==> config.mk <==
export PLATFORM = sky130hd
export DESIGN_NAME = mips_multicycle_ctrl
export DESIGN_NICKNAME = d
export VERILOG_FILES = /design/src/rtl/mips_multicycle_ctrl.sv
export SDC_FILE = /design/constraint.sdc
export NUM_CORES = 1
export LEC_CHECK = 0
export CORE_AREA = 8 8 50 52
export CTS_BUF_LIST = sky130_fd_sc_hd__clkbuf_4
export DETAILED_ROUTE_END_ITERATION = 16
export DIE_AREA = 0 0 58 60
export DONT_BUFFER_PORTS = 1
export HOLD_SLACK_MARGIN = 0.03
export MAX_ROUTING_LAYER = met4
export SYNTH_ARGS = -nofsm -noshare
export SYNTH_HDL_FRONTEND = slang
export SYNTH_SLANG_ARGS = --single-unit
==> constraint.sdc <==
create_clock -name clk -period 3.5 [get_ports clk]
set_input_delay 0.525 -clock clk [delete_from_list [all_inputs] [get_ports clk]]
set_output_delay 0.525 -clock clk [all_outputs]
set_load 0.005 [all_outputs]
==> src/rtl/mips_multicycle_ctrl.sv <==
// Main control FSM and ALU decoder for the multicycle MIPS core (lw/sw/R-type/beq/addi/j).
// Latency: Moore outputs from the state register; pcen, illegal and alucontrol are combinational.
// Backpressure: none; the FSM advances one state per clock, and reset abandons the current instruction.
module mips_multicycle_ctrl #(
   parameter int STATE_W = 4
) (
   input  logic               clk,
   input  logic               reset,
   input  logic [5:0]         op,
   input  logic [5:0]         funct,
   input  logic               zero,
   output logic               pcen,
   output logic               memwrite,
   output logic               irwrite,
   output logic               iord,
   output logic               regdst,
   output logic               memtoreg,
   output logic               regwrite,
   output logic               alusrca,
   output logic [1:0]         alusrcb,
   output logic [1:0]         pcsrc,
   output logic [2:0]         alucontrol,
   output logic               illegal,
   output logic [STATE_W-1:0] dbg_state
);

   localparam logic [5:0] OP_RTYPE = 6'b000000;
   localparam logic [5:0] OP_LW    = 6'b100011;
   localparam logic [5:0] OP_SW    = 6'b101011;
   localparam logic [5:0] OP_BEQ   = 6'b000100;
   localparam logic [5:0] OP_ADDI  = 6'b001000;
   localparam logic [5:0] OP_J     = 6'b000010;

   typedef enum logic [STATE_W-1:0] {
      FETCH  = STATE_W'(0),
      DECODE = STATE_W'(1),
      MEMADR = STATE_W'(2),
      MEMRD  = STATE_W'(3),
      MEMWB  = STATE_W'(4),
      MEMWR  = STATE_W'(5),
      RTEX   = STATE_W'(6),
      RTWB   = STATE_W'(7),
      BEQEX  = STATE_W'(8),
      ADDIEX = STATE_W'(9),
      ADDIWB = STATE_W'(10),
      JEX    = STATE_W'(11)
   } state_t;

   typedef struct packed {
      logic       iord;
      logic       regdst;
      logic       memtoreg;
      logic       regwrite;
      logic       memwrite;
      logic       irwrite;
      logic       alusrca;
      logic [1:0] alusrcb;
      logic [1:0] pcsrc;
      logic [1:0] aluop;
      logic       pcwrite;
      logic       branch;
   } ctrl_t;

   state_t state;
   state_t state_nxt;
   ctrl_t  ctrl;
   logic   bad_op;

   always_ff @(posedge clk) begin
      if (reset) state <= FETCH;
      else       state <= state_nxt;
   end

   always_comb begin
      state_nxt = FETCH;
      ctrl      = '0;
      bad_op    = 1'b0;
      case (state)
         FETCH: begin
            ctrl.alusrcb = 2'b01;
            ctrl.irwrite = 1'b1;
            ctrl.pcwrite = 1'b1;
            state_nxt    = DECODE;
         end
         DECODE: begin
            ctrl.alusrcb = 2'b11;
            case (op)
               OP_LW, OP_SW: state_nxt = MEMADR;
               OP_RTYPE:     state_nxt = RTEX;
               OP_BEQ:       state_nxt = BEQEX;
               OP_ADDI:      state_nxt = ADDIEX;
               OP_J:         state_nxt = JEX;
               default: begin
                  state_nxt = FETCH;
                  bad_op    = 1'b1;
               end
            endcase
         end
         MEMADR: begin
            ctrl.alusrca = 1'b1;
            ctrl.alusrcb = 2'b10;
            state_nxt    = (op == OP_SW) ? MEMWR : MEMRD;
         end
         MEMRD: begin
            ctrl.iord = 1'b1;
            state_nxt = MEMWB;
         end
         MEMWB: begin
            ctrl.memtoreg = 1'b1;
            ctrl.regwrite = 1'b1;
         end
         MEMWR: begin
            ctrl.iord     = 1'b1;
            ctrl.memwrite = 1'b1;
         end
         RTEX: begin
            ctrl.alusrca = 1'b1;
            ctrl.aluop   = 2'b10;
            state_nxt    = RTWB;
         end
         RTWB: begin
            ctrl.regdst   = 1'b1;
            ctrl.regwrite = 1'b1;
         end
         BEQEX: begin
            ctrl.alusrca = 1'b1;
            ctrl.aluop   = 2'b01;
            ctrl.pcsrc   = 2'b01;
            ctrl.branch  = 1'b1;
         end
         ADDIEX: begin
            ctrl.alusrca = 1'b1;
            ctrl.alusrcb = 2'b10;
            state_nxt    = ADDIWB;
         end
         ADDIWB: begin
            ctrl.regwrite = 1'b1;
         end
         JEX: begin
            ctrl.pcsrc   = 2'b10;
            ctrl.pcwrite = 1'b1;
         end
         default: state_nxt = FETCH;
      endcase
   end

   always_comb begin
      alucontrol = 3'b010;
      case (ctrl.aluop)
         2'b01: alucontrol = 3'b110;
         2'b10: begin
            case (funct)
               6'b100010: alucontrol = 3'b110;
               6'b100100: alucontrol = 3'b000;
               6'b100101: alucontrol = 3'b001;
               6'b101010: alucontrol = 3'b111;
               default:   alucontrol = 3'b010;
            endcase
         end
         default: alucontrol = 3'b010;
      endcase
   end

   // Every state-changing strobe is gated by reset so an abandoned instruction cannot commit.
   assign pcen      = (ctrl.pcwrite | (ctrl.branch & zero)) & ~reset;
   assign memwrite  = ctrl.memwrite & ~reset;
   assign irwrite   = ctrl.irwrite & ~reset;
   assign regwrite  = ctrl.regwrite & ~reset;
   assign illegal   = bad_op & ~reset;
   assign iord      = ctrl.iord;
   assign regdst    = ctrl.regdst;
   assign memtoreg  = ctrl.memtoreg;
   assign alusrca   = ctrl.alusrca;
   assign alusrcb   = ctrl.alusrcb;
   assign pcsrc     = ctrl.pcsrc;
   assign dbg_state = state;

endmodule

# --- Yosys cells after proc, flatten, opt, wreduce, memory -nomap -nowiden ---
# Index checks and enable logic that the tools add are counted.
op_classes:
  eq_ne: 22
  mux: 19
  n_bitwise: 8
  reduce_logical: 9
op_table:
  columns: ["operator", "n"]
  rows:
  - ["$eq 6x6->1 const B", 6]
  - ["$pmux 4 s6", 1]
  - ["$pmux 4 s5", 1]
  - ["$eq 4x3->1 const B", 4]
  - ["$eq 4x4->1 const B", 4]
  - ["$pmux 3 s4", 1]
  - ["$mux 1", 11]
  - ["$eq 4x2->1 const B", 2]
  - ["$pmux 2 s2", 2]
  - ["$reduce_or 2->1", 4]
  - ["$and 1x1->1", 6]
  - ["$eq 6x2->1 const B", 1]
  - ["$eq 6x3->1 const B", 1]
  - ["$eq 6x4->1 const B", 1]
  - ["$logic_not 6->1", 1]
  - ["$pmux 2 s3", 1]
  - ["$pmux 3 s2", 1]
  - ["$reduce_or 6->1", 1]
  - ["$eq 4x1->1 const B", 1]
  - ["$logic_not 4->1", 1]
  - ["$reduce_or 4->1", 1]
  - ["$mux 3", 1]
  - ["$reduce_or 3->1", 1]
  - ["$eq 2x1->1 const B", 1]
  - ["3 further kinds", 3]
totals:
  ff_bits: 4
  input_bits: 15
  out_inout_bits: 20

# --- Depth between registers and ports, before layout ---
# Gate-level depths: netlist of run 1.
depth:
  depth_word: 5
  depth_mapped: 8

# --- Least setup slack after synthesis of run 1 ---
# OpenSTA, ideal clock, no wires.
synth_path:
  path_kind: "reg-to-output"
  from: "reg state[1], in the netlist dbg_state[1]"
  to: "out alucontrol[2]"
  t_arrival_ps: 1632
  setup_slack_ps: 1343
  path_stages_with_launch: 9
  n_path_buf: 1
  path_cell_list: "dfxtp_1 > buf_4 > nor2b_1 > nand3_1 > inv_1 > ha_1 > nor4bb_1 > a21oi_1 > nor2_1"
synth_between:
  elab_chain_len: 4
synth_lines:
  columns: ["element", "line_no", "source"]
  rows:
  - ["start, declared", "64", "state_t state;"]
  - ["start signal, assigned", "71", "else state <= state_nxt;"]
  - ["$eq 4x4->1 / $eq 4x3->1 (equally long branches)", "78", "case (state)"]
  - ["$pmux 2 s2 (*)", "78", null]
  - ["$eq 2x2->1 / $eq 2x1->1 (equally long branches)", "149", "case (ctrl.aluop)"]
  - ["$pmux 3 s2 (*)", "149", null]
  - ["end, declared", "22", "output logic [2:0] alucontrol,"]
# Every way passes the cells marked *; elsewhere a longest branch is shown, timed or not.

# --- Final worst setup path of run 1 ---
# Ends and elaborated chain as after synthesis.

==> results of run 1 <==
[layer usage]
metal / vias to the layer above / GRT usage, % / wire [um] / part of all wire [%]
met5: - / - / 0 / 0
met4: 0 / 3.15 / 13 / 0.80
met3: 2 / 3.66 / 184 / 11
met2: 25 / 15.8 / 771 / 47
met1: 264 / 10.4 / 658 / 40
li1: 293 / - / - / -
[layout by cell type (no fill, tap or decap), types with 4 or more instances in the layout]
cell type,count
nor3_1,7
nor2_1,7
nand3_1,5
o21ai_0,5
nand2b_1,4
inv_1,4
a21oi_1,4
nor4_1,4
dfxtp_1,4
[cells in the mapped netlist, types with 2 or more instances]
master    count  share of area (%)
inv_1         4                2.7
and3_1        2                2.2
nor4_1        4                4.4
nor2b_1       3                3.3
buf_6         2                4.0
xor2_1        3                4.6
nor3_1        7                6.2
buf_2         2                1.8
dfxtp_1       4                 14
nand3_1       5                4.4
o21ai_0       5                4.4
a21oi_1       4                3.5
a311oi_1      2                3.1
ha_1          2                4.4
nand2b_1      4                4.4
nor2_1        7                4.6
nand2_1       3                2.0
a211o_1       2                3.1
[cell type report]
| class | count | area, um2 | share of cell area (%) |
|---|---|---|---|
| Clock buffer | 3 | 22.5 | 3.95 |
| Tap cell | 18 | 22.5 | 3.95 |
| Sequential cell | 4 | 80.1 | 14.0 |
| Multi-Input combinational cell | 66 | 430 | 75.4 |
| Inverter | 4 | 15.0 | 2.63 |
[worst paths after layout]
path / cells after the start / to
min reg2reg: 2 / dbg_state[3]
max reg2reg: 3 / dbg_state[1]
max: 7 / alucontrol[2]
min: 1 / dbg_state[3]
[power breakdown]
part	total [W]	switching (W)	internal [W]
Clock	0.0000595	0.0000210	0.0000385
Combinational	0.0000229	0.0000122	0.0000107
Sequential	0.0000528	0.00000559	0.0000472
[stage by stage]
step / hold slack, ns / setup WS [ns] / utilization (%)
detailed placement: 0.612 / 1.04 / 30.4
finish: 0.360 / 0.791 / 31.7
CTS: 0.354 / 0.791 / 31.7
global placement: 0.616 / 1.15 / 30.4
global route: 0.354 / 0.570 / 31.7
floorplan: 0.550 / 1.34 / -
[worst max-delay path: stages, from the launching register on]
cell and delay [ns]:
dfxtp_1 0.70, nor2b_1 0.24, nand3_1 0.12, inv_1 0.09
ha_1 0.17, nor4bb_1 0.36, a21oi_1 0.11, nor2_1 0.14
[cells by family after synthesis]
logic type / Yosys count
and+or+nand+nor: 41
AOI/OAI and AO/OA: 20
buffers and inverters: 9
DFF: 4
xor gates and xnor gates: 3
adders and majority gates: 2
==> results_dict.tcl, run 1 <==
set metrics [dict create \
    fillCellCount 204 \
    numClockSinks 4 \
    drive_above_1_share_pct 9.09 \
    required_ns 2.97 \
    fp.coreArea_mm2 0.00180 \
    place_area_um2 548 \
    nNetsFinal 96 \
    slew_violations 0 \
    ctsResizeCount 0 \
    synth-simple-area-share_pct 40.9 \
    dp_cells 92 \
    yosys.area_share.adder_pct 4.42 \
    finalCritPeriodShare_pct 77.4 \
    vdd.ir_drop.worst_v 0.000176 \
    synthXorXnorAreaFrac_pct 4.65 \
    crit_fanout 18 \
    drc 0 \
    synth_top_family_by_area "simple AND/OR/NAND/NOR gates" \
    synth_mux_area_share_pct 0 \
    yosysSeqAreaShare_pct 14.2 \
    final_area_um2 571 \
    critical_path_class "register to primary output" \
    p_total_w 0.000135 \
    synth_warnings 0 \
    die_h_um 60 \
    grt_pass1_wl_um 2620 \
    synth-seq-cells 4 \
    grt_pass1_vias 570 \
    fin_crit_ns 2.71 \
    synth_ff_type "dfxtp_1" \
    tns_ns 0 \
    rsz0062_at_grt "no" \
    clock_skew_ns 0.00660 \
    r2r_start "dbg_state[1]" \
    track_usage_pct 9.56 \
    cts_hold_buffers 0 \
    r2r_slack_ns 2.09 \
    vias 584 \
    hold_violations 0 \
    synth_edf_count 0 \
    area_growth_pct 0.885 \
    largest_reg_flops 4 \
    drv_cap 0 \
    synth_area_per_cell_um2 7.16 \
    drt_iter0_drc 18 \
    cts_tree "done" \
    crit_start "dbg_state[1]" \
    die_area_mm2 0.00348 \
    worstHoldPathType "primary input to register" \
    fp-row-count 16 \
    synthCells 79 \
    p_per_area_mw_per_mm2 237 \
    htree_num_levels 1 \
    synth_compound_area_share_pct 26.1 \
    post_cts_buffers 0 \
    syn-cell-area_um2 566 \
    via_per_inst 6.15 \
    dr.pass1.iters 4 \
    finalWeightedCongestion 0.764 \
    max_freq_ghz 0.369 \
    antenna_found_initial 0 \
    grt_max_degree 19 \
    ys_async_sr_fraction_pct 0 \
    dpl.hpwl_um 1290 \
    relSlewSlack_pct 59.8 \
    drtAntennaViolNets 0 \
    numCtsBuffers 3 \
    drt_wl_total_um 1630 \
    routedWlPerCell_um 17.1 \
    antenna_cells 0 \
    io_pins 35 \
    fin_cells 95 \
    startpoint_type "register" \
    root_buffer "clkbuf_4" \
    gr-total-overflow 0 \
    syn_nets 96 \
    yosysUniqueCellTypes 32 \
    io_buffers 0 \
    crit_arrival_ns 2.18 \
    start_util_pct 31.4 \
    max_slew.worst_pin.slew_ns 0.603 \
    end_kind "primary output" \
    cts.path.max_buffers 2 \
    leakagePower_nw 0.203 \
    die_w_um 58 \
    cts.clk_slew.worst_paths_ns 0.04 \
    clk_latency_ns 0.24 \
    min-delay-start "reset" \
    status "completed" \
    setup_viol_count_final 0 \
]
(Power assumes the default switching activity.)
==> run 2: changes to the inputs <==
==> constraint.sdc (replaced) <==
create_clock -name clk -period 2.18 [get_ports clk]
set_input_delay 0.327 -clock clk [delete_from_list [all_inputs] [get_ports clk]]
set_output_delay 0.327 -clock clk [all_outputs]
set_load 0.005 [all_outputs]
==> results_dict.tcl, run 2 (same netlist as run 1, synthesis figures left out) <==
set metrics [dict create \
    status "completed" \
    p_per_area_mw_per_mm2 359 \
    combPwrFrac_pct 21.5 \
    drt_wl_total_um 1810 \
    die_area_mm2 0.00348 \
    end_kind "primary output" \
    dr.pass1.iters 4 \
    io_buffers 0 \
    hold_violations 0 \
    root_buffer "clkbuf_4" \
    drtAntennaViolNets 0 \
    via_per_inst 6.42 \
    htree_num_levels 1 \
    p_int_w 0.000158 \
    met1Wirelength_um 621 \
    cts.clk_slew.worst_paths_ns 0.04 \
    route.met3.wl_um 255 \
    leakagePower_nw 0.229 \
    fp.coreArea_mm2 0.00180 \
    power_frac_clock_pct 43.3 \
    grt_max_degree 15 \
    dp_cells 95 \
    p_seq_share_pct 35.2 \
    numCtsBuffers 3 \
    numClockSinks 4 \
    tns_ns 0 \
    switching_share_pct 29.0 \
    drc 0 \
    cp.depth 4 \
    crit_arrival_ns 1.73 \
    cts.path.max_buffers 2 \
    cts_tree "done" \
    drive_above_1_share_pct 20.0 \
    area_growth_pct 9.73 \
    required_ns 1.85 \
    clk_latency_ns 0.24 \
    grt_pass1_wl_um 2730 \
    vias 629 \
    crit_fanout 10 \
    track_usage_pct 10.6 \
    start_util_pct 31.4 \
    gr-total-overflow 0 \
    startpoint_type "register" \
    vdd.ir_drop.worst_v 0.000177 \
    cp_num_buf_inv 0 \
    drv_cap 0 \
    hold_ws_ns 0.151 \
    fin_ws_ns 0.127 \
    antenna_found_initial 0 \
    worstHoldPathType "primary input to register" \
    post-place-ws_ns 0.229 \
    crit_family "flip-flops" \
    critical_path_class "register to primary output" \
    p_sw_w 0.0000648 \
    dpl.hpwl_um 1400 \
    slowest_stage "dfxtp_2" \
    nNetsFinal 99 \
    antenna_cells 0 \
    fp-row-count 16 \
    finalWeightedCongestion 0.830 \
    max_freq_ghz 0.487 \
    highest_layer "met4" \
    drt_iter0_drc 26 \
    final_cell_mix "7 x nor3_1, 7 x nor2_1, 5 x nand3_1, 5 x o21ai_0" \
    relSlewSlack_pct 71.5 \
    worstPathCellList "nand2b_4, or3_1, ha_1, a211o_1" \
    largest_reg_flops 4 \
    clock_skew_ns 0.00161 \
    die_h_um 60 \
    setup_viol_count_final 0 \
    r2r_cells 4 \
    min_delay_path_depth 1 \
    grt_pass1_vias 573 \
    routedWlPerCell_um 18.4 \
    fin_cells 98 \
    finalCritPeriodShare_pct 94.2 \
    fin_crit_ns 2.05 \
    met2_length_um 885 \
    die_w_um 58 \
    max_slew.worst_pin.slew_ns 0.424 \
    rsz0062_at_grt "no" \
    slew_violations 0 \
    io_pins 35 \
    cpPeakStageDelay_ns 0.45 \
]
## run 2: through the flow
| step | area [um2] | utilization [%] | power (W) |
|---|---|---|---|
| 3_5_place_dp | 571 | 31.7 | 0.000126 |
| 5_1_grt | 621 | 34.4 | 0.000239 |
| 2_1_floorplan | 566 | - | 0.000119 |
| 4_1_cts | 601 | 33.3 | 0.000224 |
| 6_report | 621 | 34.4 | 0.000223 |
| 3_3_place_gp | 571 | 31.7 | 0.000126 |
## run 2: layout make-up
class	count	area, um2
clock buffer	3	22.5
timing repair buffer	3	22.5
tap	18	22.5
inverter	4	15.0
fill	193	1180
multi-input combinational	66	455
sequential	4	82.6
## run 2: timing repair
action,CTS,global route
setup endpoints to repair,3,2
pin swaps,0,1
gates resized for setup,2,5
hold buffers,0,0
buffers inserted,0,0
## run 2: worst paths after layout
| path | from | endpoint | slack, ns |
|---|---|---|---|
| hold reg to reg | dbg_state[1] | dbg_state[0] | 0.55 |
| setup reg to reg | dbg_state[2] | dbg_state[1] | 0.90 |
| hold / removal | reset | dbg_state[3] | 0.15 |
| setup / recovery | dbg_state[3] | alucontrol[1] | 0.13 |
## run 2: layer usage
metal | GRT usage (%) | vias to the layer above
met5 | - | -
met4 | 7.34 | 0
met3 | 5.16 | 5
met2 | 17.7 | 39
met1 | 9.32 | 286
li1 | - | 299
## run 2: power groups by stage
stage	sequential (W)	combinational [W]	clock, W
2_1_floorplan	0.0000797	0.0000396	0
4_1_cts	0.0000781	0.0000477	0.0000987
3_3_place_gp	0.0000791	0.0000472	0
3_5_place_dp	0.0000793	0.0000471	0
6_report	0.0000785	0.0000480	0.0000966
5_1_grt	0.0000788	0.0000534	0.000106
